<file path="src/rtl/uart_hex_tx.sv">
// ASCII hex formatter feeding a byte-wide UART TX handshake (data/valid/ready).
// Define UART_HEX_PREFIX_EN to begin every message with "0x".
module uart_hex_tx #(
  parameter int unsigned DATA_WIDTH = 32,
  parameter int unsigned UPPERCASE  = 1,
  parameter int unsigned NEWLINE    = 1
) (
  input  logic                  clk,
  input  logic                  rst_n,
  input  logic [DATA_WIDTH-1:0] value,
  input  logic                  start,
  output logic                  busy,
  output logic                  done,
  output logic [7:0]            tx_data,
  output logic                  tx_valid,
  input  logic                  tx_ready
);

  localparam int unsigned NDIG  = DATA_WIDTH / 4;
  localparam int unsigned CNT_W = (NDIG > 1) ? $clog2(NDIG) : 1;
  localparam logic [CNT_W-1:0] CNT_LAST = CNT_W'(NDIG - 1);

  localparam logic [2:0] ST_IDLE  = 3'd0;
`ifdef UART_HEX_PREFIX_EN
  localparam logic [2:0] ST_PFX0  = 3'd1;
  localparam logic [2:0] ST_PFXX  = 3'd2;
`endif
  localparam logic [2:0] ST_DIGIT = 3'd3;
  localparam logic [2:0] ST_CR    = 3'd4;
  localparam logic [2:0] ST_LF    = 3'd5;
  localparam logic [2:0] ST_FIN   = 3'd6;

  logic [2:0]            state_reg, state_next;
  logic [DATA_WIDTH-1:0] value_reg, value_next;
  logic [CNT_W-1:0]      cnt_reg, cnt_next;
  logic [CNT_W-1:0]      cnt_inc;
  logic [7:0]            tx_data_reg, tx_data_next;
  logic                  tx_valid_reg, tx_valid_next;
  logic                  busy_reg, busy_next;
  logic                  done_reg, done_next;
  logic                  xfer;
  logic [3:0]            nib [NDIG];

  function automatic logic [7:0] hex_char(input logic [3:0] n);
    logic [7:0] alpha_base;
    alpha_base = (UPPERCASE != 0) ? 8'h41 : 8'h61;
    if (n < 4'd10) return 8'h30 + {4'h0, n};
    return alpha_base + {4'h0, n} - 8'd10;
  endfunction

  // nib[0] is the most significant nibble, so the counter walks MSN first
  genvar gi;
  generate
    for (gi = 0; gi < NDIG; gi++) begin : g_nib
      assign nib[gi] = value_reg[DATA_WIDTH-1-4*gi -: 4];
    end
  endgenerate

  assign cnt_inc = cnt_reg + 1'b1;
  assign xfer    = tx_valid_reg && tx_ready;

  always_comb begin
    state_next    = state_reg;
    value_next    = value_reg;
    cnt_next      = cnt_reg;
    tx_data_next  = tx_data_reg;
    tx_valid_next = tx_valid_reg;
    busy_next     = busy_reg;
    done_next     = 1'b0;
    case (state_reg)
      ST_IDLE: begin
        if (start) begin
          value_next    = value;
          cnt_next      = '0;
          busy_next     = 1'b1;
          tx_valid_next = 1'b1;
`ifdef UART_HEX_PREFIX_EN
          state_next    = ST_PFX0;
          tx_data_next  = 8'h30;
`else
          state_next    = ST_DIGIT;
          tx_data_next  = hex_char(value[DATA_WIDTH-1 -: 4]);
`endif
        end
      end
`ifdef UART_HEX_PREFIX_EN
      ST_PFX0: begin
        if (xfer) begin
          state_next   = ST_PFXX;
          tx_data_next = 8'h78;
        end
      end
      ST_PFXX: begin
        if (xfer) begin
          state_next   = ST_DIGIT;
          tx_data_next = hex_char(nib[0]);
        end
      end
`endif
      ST_DIGIT: begin
        if (xfer) begin
          if (cnt_reg == CNT_LAST) begin
            if (NEWLINE != 0) begin
              state_next   = ST_CR;
              tx_data_next = 8'h0D;
            end else begin
              state_next    = ST_FIN;
              tx_data_next  = 8'h00;
              tx_valid_next = 1'b0;
              done_next     = 1'b1;
            end
          end else begin
            cnt_next     = cnt_inc;
            tx_data_next = hex_char(nib[cnt_inc]);
          end
        end
      end
      ST_CR: begin
        if (xfer) begin
          state_next   = ST_LF;
          tx_data_next = 8'h0A;
        end
      end
      ST_LF: begin
        if (xfer) begin
          state_next    = ST_FIN;
          tx_data_next  = 8'h00;
          tx_valid_next = 1'b0;
          done_next     = 1'b1;
        end
      end
      ST_FIN: begin
        // done is high during this state; busy drops as we return to IDLE
        state_next = ST_IDLE;
        busy_next  = 1'b0;
      end
      default: begin
        state_next    = ST_IDLE;
        busy_next     = 1'b0;
        tx_valid_next = 1'b0;
        tx_data_next  = 8'h00;
      end
    endcase
  end

  always_ff @(posedge clk or negedge rst_n) begin
    if (!rst_n) begin
      state_reg    <= ST_IDLE;
      value_reg    <= '0;
      cnt_reg      <= '0;
      tx_data_reg  <= 8'h00;
      tx_valid_reg <= 1'b0;
      busy_reg     <= 1'b0;
      done_reg     <= 1'b0;
    end else begin
      state_reg    <= state_next;
      value_reg    <= value_next;
      cnt_reg      <= cnt_next;
      tx_data_reg  <= tx_data_next;
      tx_valid_reg <= tx_valid_next;
      busy_reg     <= busy_next;
      done_reg     <= done_next;
    end
  end

  assign tx_data  = tx_data_reg;
  assign tx_valid = tx_valid_reg;
  assign busy     = busy_reg;
  assign done     = done_reg;

endmodule

</file>
<file path="config.mk">
export PLATFORM = sky130hd
export DESIGN_NAME = uart_hex_tx
export DESIGN_NICKNAME = d
export VERILOG_FILES = /design/src/rtl/uart_hex_tx.sv
export SDC_FILE = /design/constraint.sdc
export NUM_CORES = 1
export LEC_CHECK = 0
export ABC_AREA = 1
export CAP_MARGIN = 20
export CORE_MARGIN = 1
export CORE_UTILIZATION = 39
export DETAILED_ROUTE_END_ITERATION = 8
export GPL_TIMING_DRIVEN = 1
export PLACE_DENSITY = 0.73
export SLEW_MARGIN = 20
export SYNTH_ARGS = -nofsm -noshare
export SYNTH_HDL_FRONTEND = slang
export SYNTH_SLANG_ARGS = --single-unit
</file>
<file path="constraint.sdc">
create_clock -name clk -period 2 [get_ports clk]
set_input_delay 0.3 -clock clk [delete_from_list [all_inputs] [get_ports clk]]
set_output_delay 0.3 -clock clk [all_outputs]
set_load 0.05 [all_outputs]
</file>
==> results_dict.tcl <==
set metrics [dict create \
    crit_required_ns 2.20 \
    vdd.ir_drop.worst_mv 0.650 \
    start_util 0.415 \
    combPwrFrac 0.607 \
    ys_seq_area_frac 0.446 \
    clock.fmax_mhz 522 \
    fin_crit_sh 0.958 \
    p_int_w 0.00325 \
    hold_depth 2 \
    grt_usage 0.173 \
    root_buffer "clkbuf_8" \
    worstReg2RegStart "cnt_reg[0]" \
    synth_top_area_frac 0.446 \
    layout_setup_ws_ns 0.0843 \
    hold_viol_final 0 \
    power_density_mw_per_mm2 1740 \
    drv_cap 0 \
    cp_slowest_stage_delay_ns 0.43 \
    reg2reg_slack_ns 0.08 \
    overflow 0 \
    synth_fp_nets 387 \
    clkSinkCount 48 \
    min-delay-start "tx_data[0]" \
    synthesis.area_mm2 0.00269 \
    yosys.area.top_type "dfrtp_1" \
    reg2reg_to "tx_data[2]" \
    p_leak_nw 1.70 \
    min_path_type "register to register" \
    met3_usage 0.0399 \
    syn_inst 347 \
    drtIter0Drc 136 \
    cpMaxStageDelayCell "dfrtp_1" \
    avgSynthCellArea_um2 7.76 \
    wl_mm 5.63 \
    synth_cell_types 28 \
    worst-r2r-cell-count 14 \
    routabilityCongestion 0.854 \
    cts_tree "built" \
    max_slew_margin 0.666 \
    mostFrequentLayoutCell "nand2_1" \
    die_area_mm2 0.00724 \
    ys_seq_elements 48 \
    postLayoutCoreUtil 0.534 \
    cts.clk_slew.worst_paths_ns 0.08 \
    pre_cts_slack_ns -0.0448 \
    num_antenna_cells 0 \
    worstPathCellList "ha_4 -> inv_2 -> buf_4 -> nand3_1 -> nand3_2 -> nand2_4 -> ha_4 -> nand2_1 -> a21oi_2 -> nand2_1 -> nand2_1 -> nand2_1 -> nand2_1 -> nand2_1" \
    final_layout_size_suffix_gt1_frac 0.201 \
    drtAntennaViolNets 0 \
    top_usage_layer "met2" \
    grt_use_met1 0.214 \
    met2_usage 0.299 \
    hpwlAfterDp_mm 4.07 \
    regArea_mm2 0.00120 \
    nets 441 \
    rows 29 \
    drt-vias-per-instance 4.78 \
    worst_pin_slew_ns 0.500 \
    crit_buf_inv 2 \
    crit_arrival_ns 2.11 \
    fp.coreArea_mm2 0.00649 \
    clock_skew_ns 0.00715 \
    syn_to_final_growth_pct 28.8 \
    die_h_um 85.1 \
    crit_path_end_kind "register" \
    cp.depth 14 \
    largest_register_ffs 32 \
    crit_top_cell "nand2_1" \
    multi_input_area_mm2 0.00125 \
    drc 0 \
    die_w_um 85.1 \
    grt_max_degree 49 \
    ctsHtreeMaxLevel 2 \
    p_sw_frac 0.464 \
    vias 2292 \
    critPathTopFamily "simple AND/OR/NAND/NOR gates" \
    dr.pass1.iters 4 \
    yosysWarnings 0 \
    pwr-share-seq 0.266 \
    io_pins 47 \
    cts_buffers 5 \
    final_cells 479 \
    insertion_delay_ns 0.31 \
    wl_per_cell_um 11.7 \
    p_clk_frac 0.127 \
    slew_violations 0 \
    synth_area_leaders "dfrtp_1, nand2_1, o21ai_2, inv_1, nand3_1" \
    critPathMaxFanout 4 \
    fill_cells 622 \
    final_cell_mix "nand2_1, dfrtp_1, clkdlybuf4s50_1, inv_1, nand3_1" \
    grt_pass1_vias 2347 \
    clockBufferDepth 2 \
    grt_pass1_wl_mm 10.0 \
    finalSetupViolations 0 \
    cp-start-kind "register" \
    hold_end "tx_data[0]" \
    status "completed" \
    antenna_found_initial 0 \
    dp.cells 469 \
    critical_path_class "register to register" \
    io_buffers 45 \
    p_sw_w 0.00281 \
    fin_crit_ns 1.92 \
]
-- worst max-delay path by stage --
stage | from | to
after floorplan | cnt_reg[0] | tx_data[2]
after global placement | cnt_reg[0] | tx_data[6]
after global routing | cnt_reg[0] | tx_data[2]
after detailed placement | cnt_reg[0] | tx_data[2]
final | cnt_reg[0] | tx_data[2]
after CTS | cnt_reg[0] | tx_data[4]
-- layout make-up --
cell class	count	share of cell area
Inverter	52	0.0584
Timing Repair Buffer	59	0.170
Clock buffer	7	0.0278
Tap cell	77	0.0278
Clock inverter	1	0.00865
Multi-Input combinational cell	235	0.362
Sequential cell	48	0.346
-- cells by family after synthesis --
group | after synthesis | share of synthesized area
compound gates | 46 | 0.125
buf+inv | 64 | 0.117
other cells | 1 | 0.00139
fa+ha+maj | 4 | 0.0186
simple gates | 184 | 0.293
flops | 48 | 0.446
-- layer usage --
| layer | wire length [µm] | share of wire |
|---|---|---|
| met1 | 2560 | 0.46 |
| met2 | 2680 | 0.48 |
| met3 | 282 | 0.050 |
| met4 | 102 | 0.018 |
| met5 | 0 | 0 |
-- worst register-to-register path, stage by stage (launching register included) --
cell	delay [ns]
dfrtp_1	0.43
ha_4	0.30
inv_2	0.05
buf_4	0.14
nand3_1	0.10
nand3_2	0.09
nand2_4	0.10
ha_4	0.14
nand2_1	0.07
a21oi_2	0.12
nand2_1	0.05
nand2_1	0.06
nand2_1	0.05
nand2_1	0.06
nand2_1	0.05
-- power by group through the flow --
stage	clock, W	combinational, W	sequential, W
2_1_floorplan	0	0.00247	0.00181
3_3_place_gp	0	0.00335	0.00161
3_5_place_dp	0	0.00342	0.00162
4_1_cts	0.000787	0.00346	0.00161
5_1_grt	0.000815	0.00411	0.00166
6_report	0.000768	0.00368	0.00161
-- through the flow --
step / total power, W / instance area, µm² / hold WS (ns) / setup TNS [ns]
CTS: 0.00585 / 3400 / 0.482 / 0
global route: 0.00659 / 3470 / 0.514 / -0.0378
finish: 0.00606 / 3470 / 0.481 / 0
floorplan: 0.00428 / 2690 / 0.00441 / 0
global placement: 0.00496 / 3250 / 0.303 / 0
detailed placement: 0.00504 / 3250 / 0.308 / -0.101
-- cells in the mapped netlist (all sizes together) --
cell,n
nor3,3
conb,1
nor2,24
ha,4
nand4,1
nand3,29
o21ai,38
buf,12
nand2,125
a22oi,1
clkinv,1
nor4,1
dfrtp,48
inv,51
a21oi,5
o221ai,1
o21a,1
or2,1
-- what timing repair did --
action,CTS,global route
setup endpoints to repair,3,6
pin swaps,0,8
resized for setup,5,21
hold buffers,1,0
endpoints found under the hold margin,48,0
buffers inserted,0,1
Power figures use the tool's default switching activity.
